$ cat src/rtl/cur_fetch_pkg.sv
// rtl/cur_fetch_pkg.sv - state encoding and buffer geometry shared by the current-block fetch sequencer
package cur_fetch_pkg;

  typedef enum logic [2:0] {
    ST_IDLE,
    ST_FILL0,
    ST_RUN,
    ST_SWITCH,
    ST_TRANS,
    ST_DRAIN
  } state_t;

  localparam int WORDS_PER_HALF = 16;
  localparam int BUF_WORDS      = 32;
  localparam int TRANS_CYCLES   = 8;

endpackage

$ cat src/rtl/cur_fetch_req.sv
// rtl/cur_fetch_req.sv - fills one buffer half: issue/receive counters, outstanding-read limit, address generation
module cur_fetch_req
  import cur_fetch_pkg::*;
#(
  parameter int ADDR_W    = 16,
  parameter int MAX_OUTST = 4
) (
  input  logic              clk,
  input  logic              rst,
  input  logic              launch,
  input  logic [ADDR_W-1:0] blk_base,
  input  logic              mem_gnt,
  input  logic              mem_rvalid,
  output logic              mem_req,
  output logic [ADDR_W-1:0] mem_addr,
  output logic              read_en,
  output logic              fill_done
);

  // counters run 0..WORDS_PER_HALF inclusive, so they need one bit more than a half index
  localparam int CNT_W = $clog2(BUF_WORDS);
  localparam logic [CNT_W-1:0] HALF      = CNT_W'(WORDS_PER_HALF);
  localparam logic [CNT_W-1:0] LAST      = CNT_W'(WORDS_PER_HALF - 1);
  localparam logic [CNT_W-1:0] OUTST_LIM = CNT_W'(MAX_OUTST);
  localparam logic [CNT_W-1:0] ONE       = CNT_W'(1);

  logic              active;
  logic [CNT_W-1:0]  issue_cnt;
  logic [CNT_W-1:0]  rcv_cnt;
  logic [CNT_W-1:0]  outst;
  logic [ADDR_W-1:0] base_r;

  assign outst     = issue_cnt - rcv_cnt;
  assign mem_req   = active && (issue_cnt < HALF) && (outst < OUTST_LIM);
  assign mem_addr  = base_r + ADDR_W'(issue_cnt);
  assign read_en   = active && mem_rvalid;
  assign fill_done = read_en && (rcv_cnt == LAST);

  // launch wins over fill_done so a prefetch can start on the edge the previous fill ends
  always_ff @(posedge clk or posedge rst) begin
    if (rst) begin
      active    <= 1'b0;
      issue_cnt <= '0;
      rcv_cnt   <= '0;
      base_r    <= '0;
    end else if (launch) begin
      active    <= 1'b1;
      issue_cnt <= '0;
      rcv_cnt   <= '0;
      base_r    <= blk_base;
    end else if (fill_done) begin
      active    <= 1'b0;
      issue_cnt <= '0;
      rcv_cnt   <= '0;
    end else begin
      if (mem_req && mem_gnt) issue_cnt <= issue_cnt + ONE;
      if (read_en)            rcv_cnt   <= rcv_cnt + ONE;
    end
  end

endmodule

$ cat src/rtl/cur_fetch_ctrl.sv
// rtl/cur_fetch_ctrl.sv - current-block double-buffer sequencer; CUR_FETCH_PERF_EN builds the perf_stall counter
module cur_fetch_ctrl
  import cur_fetch_pkg::*;
#(
  parameter int ADDR_W    = 16,
  parameter int BLK_W     = 10,
  parameter int MAX_OUTST = 4
) (
  input  logic              clk,
  input  logic              rst,
  input  logic              start,
  input  logic [ADDR_W-1:0] base_addr,
  input  logic [BLK_W-1:0]  num_blocks,
  output logic              mem_req,
  output logic [ADDR_W-1:0] mem_addr,
  input  logic              mem_gnt,
  input  logic              mem_rvalid,
  output logic              read_en,
  output logic              next_block,
  output logic              blk_valid,
  output logic [BLK_W-1:0]  blk_idx,
  input  logic              blk_done,
  output logic              busy,
  output logic              frame_done,
  output logic [31:0]       perf_stall
);

  localparam int TW = $clog2(TRANS_CYCLES);
  localparam logic [TW-1:0] TRANS_LAST = TW'(TRANS_CYCLES - 1);

  state_t            state, state_nxt;
  logic [ADDR_W-1:0] base_r, pf_base, launch_base;
  logic [BLK_W-1:0]  num_r;
  logic [BLK_W:0]    next_idx;
  logic [TW-1:0]     trans_cnt;
  logic              has_next, launch, fill_done, pf_ready, pf_ok, done_seen, done_hit;

  assign next_idx   = {1'b0, blk_idx} + (BLK_W+1)'(1);
  assign has_next   = next_idx < {1'b0, num_r};
  assign pf_base    = base_r + ADDR_W'(next_idx * WORDS_PER_HALF);
  assign done_hit   = (state == ST_RUN) && blk_valid && blk_done;
  assign pf_ok      = pf_ready || fill_done;
  assign busy       = (state != ST_IDLE);
  assign next_block = (state == ST_SWITCH);

  cur_fetch_req #(.ADDR_W(ADDR_W), .MAX_OUTST(MAX_OUTST)) u_req (
    .clk        (clk),
    .rst        (rst),
    .launch     (launch),
    .blk_base   (launch_base),
    .mem_gnt    (mem_gnt),
    .mem_rvalid (mem_rvalid),
    .mem_req    (mem_req),
    .mem_addr   (mem_addr),
    .read_en    (read_en),
    .fill_done  (fill_done)
  );

  always_comb begin
    state_nxt   = state;
    launch      = 1'b0;
    launch_base = pf_base;
    case (state)
      ST_IDLE: if (start && num_blocks != '0) begin
        state_nxt   = ST_FILL0;
        launch      = 1'b1;
        launch_base = base_addr;
      end
      ST_FILL0: if (fill_done) begin
        state_nxt = ST_RUN;
        launch    = has_next;
      end
      ST_RUN: begin
        if (done_hit && !has_next)                 state_nxt = ST_DRAIN;
        else if ((done_hit || done_seen) && pf_ok) state_nxt = ST_SWITCH;
      end
      ST_SWITCH: state_nxt = ST_TRANS;
      // blk_idx already points at the newly displayed block, so has_next looks one further
      ST_TRANS: if (trans_cnt == TRANS_LAST) begin
        state_nxt = ST_RUN;
        launch    = has_next;
      end
      ST_DRAIN: state_nxt = ST_IDLE;
      default:  state_nxt = ST_IDLE;
    endcase
  end

  always_ff @(posedge clk or posedge rst) begin
    if (rst) state <= ST_IDLE;
    else     state <= state_nxt;
  end

  always_ff @(posedge clk or posedge rst) begin
    if (rst) begin
      base_r     <= '0;
      num_r      <= '0;
      blk_idx    <= '0;
      blk_valid  <= 1'b0;
      pf_ready   <= 1'b0;
      done_seen  <= 1'b0;
      trans_cnt  <= '0;
      frame_done <= 1'b0;
    end else begin
      frame_done <= (state == ST_IDLE && start && num_blocks == '0) || (state_nxt == ST_DRAIN);
      if (state == ST_IDLE && start) begin
        base_r  <= base_addr;
        num_r   <= num_blocks;
        blk_idx <= '0;
      end else if (state == ST_SWITCH) begin
        blk_idx <= blk_idx + BLK_W'(1);
      end
      if (state != ST_RUN && state_nxt == ST_RUN) blk_valid <= 1'b1;
      else if (done_hit)                          blk_valid <= 1'b0;
      if (state_nxt != ST_RUN) done_seen <= 1'b0;
      else if (done_hit)       done_seen <= 1'b1;
      if (launch || state == ST_SWITCH)      pf_ready <= 1'b0;
      else if (state == ST_RUN && fill_done) pf_ready <= 1'b1;
      trans_cnt <= (state == ST_TRANS) ? trans_cnt + TW'(1) : '0;
    end
  end

`ifdef CUR_FETCH_PERF_EN
  logic [31:0] stall_cnt;

  // counts engine-idle cycles: block finished but the next half is still filling
  always_ff @(posedge clk or posedge rst) begin
    if (rst)                                  stall_cnt <= '0;
    else if (state == ST_IDLE && start)       stall_cnt <= '0;
    else if (state == ST_RUN && done_seen && !pf_ok && stall_cnt != '1)
                                              stall_cnt <= stall_cnt + 32'd1;
  end

  assign perf_stall = stall_cnt;
`else
  assign perf_stall = '0;
`endif

endmodule

$ cat config.mk
export PLATFORM = sky130hd
export DESIGN_NAME = cur_fetch_ctrl
export DESIGN_NICKNAME = d
export VERILOG_FILES = /design/src/rtl/cur_fetch_pkg.sv /design/src/rtl/cur_fetch_req.sv /design/src/rtl/cur_fetch_ctrl.sv
export SDC_FILE = /design/constraint.sdc
export NUM_CORES = 1
export LEC_CHECK = 0
export ABC_AREA = 1
export BUFFER_PORTS_ARGS = -buffer_cell sky130_fd_sc_hd__buf_2
export CAP_MARGIN = 20
export CORE_MARGIN = 5
export CORE_UTILIZATION = 45
export CTS_CLUSTER_SIZE = 8
export DETAILED_ROUTE_END_ITERATION = 12
export GPL_TIMING_DRIVEN = 0
export PLACE_DENSITY = 0.64
export SETUP_SLACK_MARGIN = 0.5
export SYNTH_ARGS = -nofsm -noshare
export SYNTH_HDL_FRONTEND = slang
export SYNTH_SLANG_ARGS = --single-unit
$ cat constraint.sdc
create_clock -name clk -period 5.1 [get_ports clk]
set_input_delay 1.02 -clock clk [delete_from_list [all_inputs] [get_ports clk]]
set_output_delay 1.02 -clock clk [all_outputs]
set_load 0.005 [all_outputs]
# Yosys cells after proc, flatten, opt, wreduce, memory -nomap -nowiden
# Index checks and enable logic that the tools add are counted.
# word_totals
register_bits	73
in_bits	32
output_inout_bits	64
elab_cells	93
# op_classes
n_addsub	8
n_lt_le_gt_ge	3
eq_ne	10
mux	29
n_reduce_logical	30
# op_table
op	n
$mux 16	2
$mux 5	6
$mux 10	2
$mux 3	6
$add 16x15->16	1
$add 16x5->16	1
$pmux 3 s5	1
$logic_and 1x1->1	14
$add 10x1->11 const B	1
$lt 11x10->1	1
$mux 1	11
$add 10x1->10 const B	1
$add 5x1->5 const B	2
$logic_not 10->1	1
$reduce_bool 10->1	1
$reduce_bool 2->1	5
$eq 3x2->1 const B	3
$eq 3x3->1 const B	3
$reduce_bool 3->1	3
$ne 3x2->1 const B	2
$eq 5x4->1 const B	1
$lt 5x3->1 const B	1
$lt 5x5->1 const B	1
$sub 5x5->5	1
other kinds (6)	9

# Depth between registers and ports, before layout
# depth
word_depth	11
ltp_mapped	18
ltp_nobuf	18

# Cells and area by module
# From an unflattened synthesis, not the netlist that was laid out.
# hier_totals
cells_unflattened	673
hier_area_um2	5049.8
# by_module_without_submodules
mod	n_inst	cells_per_inst	area_per_inst_um2	seq_area_each_um2
cur_fetch_ctrl	1	451	3298.2	1151.1
cur_fetch_req	1	222	1751.7	675.6

# Worst setup path after synthesis
# OpenSTA, ideal clock, no wires.
# synth_path
path_kind	reg-to-output
start	register u_req.issue_cnt[0]
end	output mem_addr[10]
arrival_ps	1829
t_required_ps	4080
setup_slack_ps	2251
path_stages_with_launch	10
path_cell_list	dfrtp_1 ha_1 inv_1 fa_1 o21ai_2 nand2_1 a21oi_2 nand3_1 nor2_2 xor2_1
# synth_via
elab_chain_cells	1
# synth_rtl
element	line	source
start: declaration	cur_fetch_req.sv:28	logic [CNT_W-1:0] issue_cnt;
start signal: assignment	cur_fetch_req.sv:56	if (mem_req && mem_gnt) issue_cnt <= issue_cnt + ONE;
$add 16x5->16	cur_fetch_req.sv:35	assign mem_addr = base_r + ADDR_W'(issue_cnt);
end: declaration	cur_fetch_ctrl.sv:15	output logic [ADDR_W-1:0] mem_addr,
# No other way between the ends.

# Worst setup path in the final report
# layout_path
start	register u_req.issue_cnt[0]
end	output mem_addr[14]
# The elaborated chain is that of the path after synthesis.

==> results by group <==
Final layout
  • Most frequent cells in the layout: nand2_1 (191), inv_1 (102), dfrtp_1 (73)
  • Share of cells above drive strength 1: 0.175
  • Antenna cells: 0
  • Utilization after layout: 0.539
  • Most common cell after layout, fill and taps aside: nand2_1
  • Nets: around 860
  • Post-Layout Cell Count: roughly 940
  • Post-route cell area: around 6000 sq um
  • Synthesis-to-layout area growth: 16.4%

STA
  • Setup WS post-layout: 1.53 ns
  • Tmin final: between 3 and 4 ns
  • Max frequency: between 0.2 and 0.3 GHz
  • Final Setup Violations: 0
  • RSZ-0062 raised after global routing: false
  • Max-slew violations: 0
  • Clk_skew: 0.0128 ns
  • Final period utilization: 0.701
  • Setup TNS: 0 ns
  • Final hold vios: 0

Clock network
  • Root Buffer: clkbuf_8
  • Clk sink count: 73
  • Clock tree buffer depth: 2
  • CTS tree: built
  • Postcts setup bufs: 0
  • Hold Buf Count CTS: 0
  • H-tree depth reported by CTS: 3
  • TritonCTS Buffers: 9
  • Worst-path clk slew: ~0.080 ns
  • Post-CTS Resized: 0
  • Worst skew pair latency: about 0.35 ns

Logic synthesis
  • Area share of the largest cell type after synthesis: 0.362
  • Cell Area, Synth: 5040 sq um
  • Cell count after synthesis: roughly 700
  • Syn. warnings: 0
  • Flops & latches, synth: 73
  • Post-synth EDFFs: 0
  • FFs w/ async S/R, synth: 1.00
  • Netlist cell types: roughly 40
  • Dominant cell type by area after synthesis: dfrtp_1
  • Avg Inst Size Synth: ~7.3 sq um
  • Synth area leaders: dfrtp_1 (36%), nand2_1 (14%), ha_1 (8.2%)
  • Sequential-to-total area share from yosys stat: 0.362
  • Post-synth top flop: dfrtp_1

Worst hold path
  • Hold depth: 1
  • Hold Path Class: flop to flop

Setup path
  • Critical Path RT: slightly above 4 ns
  • CP Launch Type: flop
  • Worst reg2reg path depth: 16
  • Crit. End Element: primary output
  • Largest fanout on the critical path: 4
  • Worst EP arrival: ~2.6 ns
  • CP Class: flop to primary output

Floorplan
  • Die area: 13400 sq um
  • Overall die height: 116 um
  • I/O pin cnt: 96
  • Die Width: roughly 120 um
  • Starting Density: 0.463
  • Core area: ~11000 sq um
  • Cell row count: 38

Placed design
  • Inst Count DP: 925
  • Post-DP Area: approximately 5700 sq um
  • Hpwl dp: between 9 and 10 mm
  • Placer's final routability congestion estimate: between 0.8 and 0.9
  • Post-placement setup slack: about 1.9 ns
  • # port buffers: 63

Global route
  • Initial antenna violation count: 0
  • Largest net degree at the start of global routing: a little over 40
  • Final global-route overflow total: 0
  • Gr usage total: 0.187
  • Vias in the first global route: a little over 4000
  • First-pass GRT wire length: approximately 20 mm

Detailed routing
  • Vias per inst: 4.83
  • Post-route ant nets: 0
  • Drt wl/cell: about 13 um
  • DRC: 0
  • Via Count: between 4000 and 5000
  • Total Routed Length: between 10 and 15 mm
  • TritonRoute pass-1 iters: 5
  • Starting DRC count in detailed routing: 288

Run status
  • Status: finished, final reports clean

Power and ir drop
  • PD cells: between 400 and 500 nW/um^2
  • Maximum VDD drop: around 170 uV
  • P_leak: between 3 and 4 nW

Run
  • Maxcap violations: 0
path summary, 6_finish.rpt:
| check | from | to | slack (ns) |
|---|---|---|---|
| min in group asynchronous | rst | state[1] | 0.67 |
| max | u_req.issue_cnt[0] | mem_addr[14] | 1.53 |
| min | trans_cnt[0] | trans_cnt[0] | 0.43 |
| max reg2reg | blk_idx[0] | u_req.base_r[11] | 2.09 |
| min reg2reg | trans_cnt[0] | trans_cnt[0] | 0.43 |
| max in group asynchronous | rst | u_req.base_r[12] | 3.86 |
metrics by stage:
step                      hold WS (ns)  power, mW
after floorplan                  0.410       1.72
after global placement           0.421       2.01
after detailed placement         0.424       2.05
after CTS                        0.435       2.52
after global routing             0.468       2.73
final                            0.431       2.50
report_power, final:
group / switching (mW) / internal, mW / total [mW]
registers: 0.142 / 0.773 / 0.914
clock network: 0.223 / 0.241 / 0.464
logic: 0.682 / 0.436 / 1.12
synth_stat cells (3+ instances only):
cell	instances
buf_2	5
nor2_2	3
xor2_1	22
nor2_1	53
nand2_1	191
buf_4	34
nand4_1	6
nand2_2	3
ha_1	33
nand3_1	41
o211ai_1	3
a21oi_1	20
o21ai_1	8
dfrtp_1	73
o21ai_0	47
o22ai_1	5
nor3_1	9
inv_1	103
final cells by class:
type                            count  area, sq um
Clock inverter                      4         52.6
Multi-Input combinational cell    500         2630
Inverter                          106          404
Buffer                             42          299
Sequential cell                    73         1830
Fill cell                        1068         5020
Timing Repair Buffer               64          335
Tap cell                          140          175
Clock buffer                       12          145
metal layers:
| layer | part of all wire | GRT usage |
|---|---|---|
| met2 | 0.46 | 0.308 |
| met3 | 0.056 | 0.0240 |
| met1 | 0.47 | 0.257 |
| met4 | 0.013 | 0.0603 |
| met5 | 0 | 0 |
state kept, by name, indices dropped and copies added, names as in the netlist:
register	cells
pf_ready	1
num_r	10
blk_valid	1
base_r	16
blk_idx	10
state	3
u_req.issue_cnt	5
trans_cnt	3
u_req.base_r	16
u_req.rcv_cnt	5
frame_done	1
done_seen	1
u_req.active	1
logic make-up (layout without fill, tap and decap cells):
family / after synthesis / after routing / share of synthesized area
adder cells (fa/ha/maj): 35 / 35 / 0.0898
AO/OA/AOI/OAI: 92 / 92 / 0.0990
XOR/XNOR: 23 / 23 / 0.0399
other: 1 / 32 / 0.000744
AND/OR/NAND/NOR: 318 / 318 / 0.269
flip-flops: 73 / 73 / 0.362
buffers and inverters: 148 / 228 / 0.139
worst max-delay path, cell delays in order (launching register included):
cell	delay [ns]
dfrtp_1	0.43
ha_1	0.20
inv_1	0.06
fa_1	0.42
o21ai_2	0.23
nand2_1	0.09
a21oi_2	0.16
nand3_1	0.15
nor2_2	0.18
nand2_1	0.07
nand2_1	0.06
nand2_1	0.04
buf_2	0.12
Note: power is estimated with default switching activity, not from simulation.
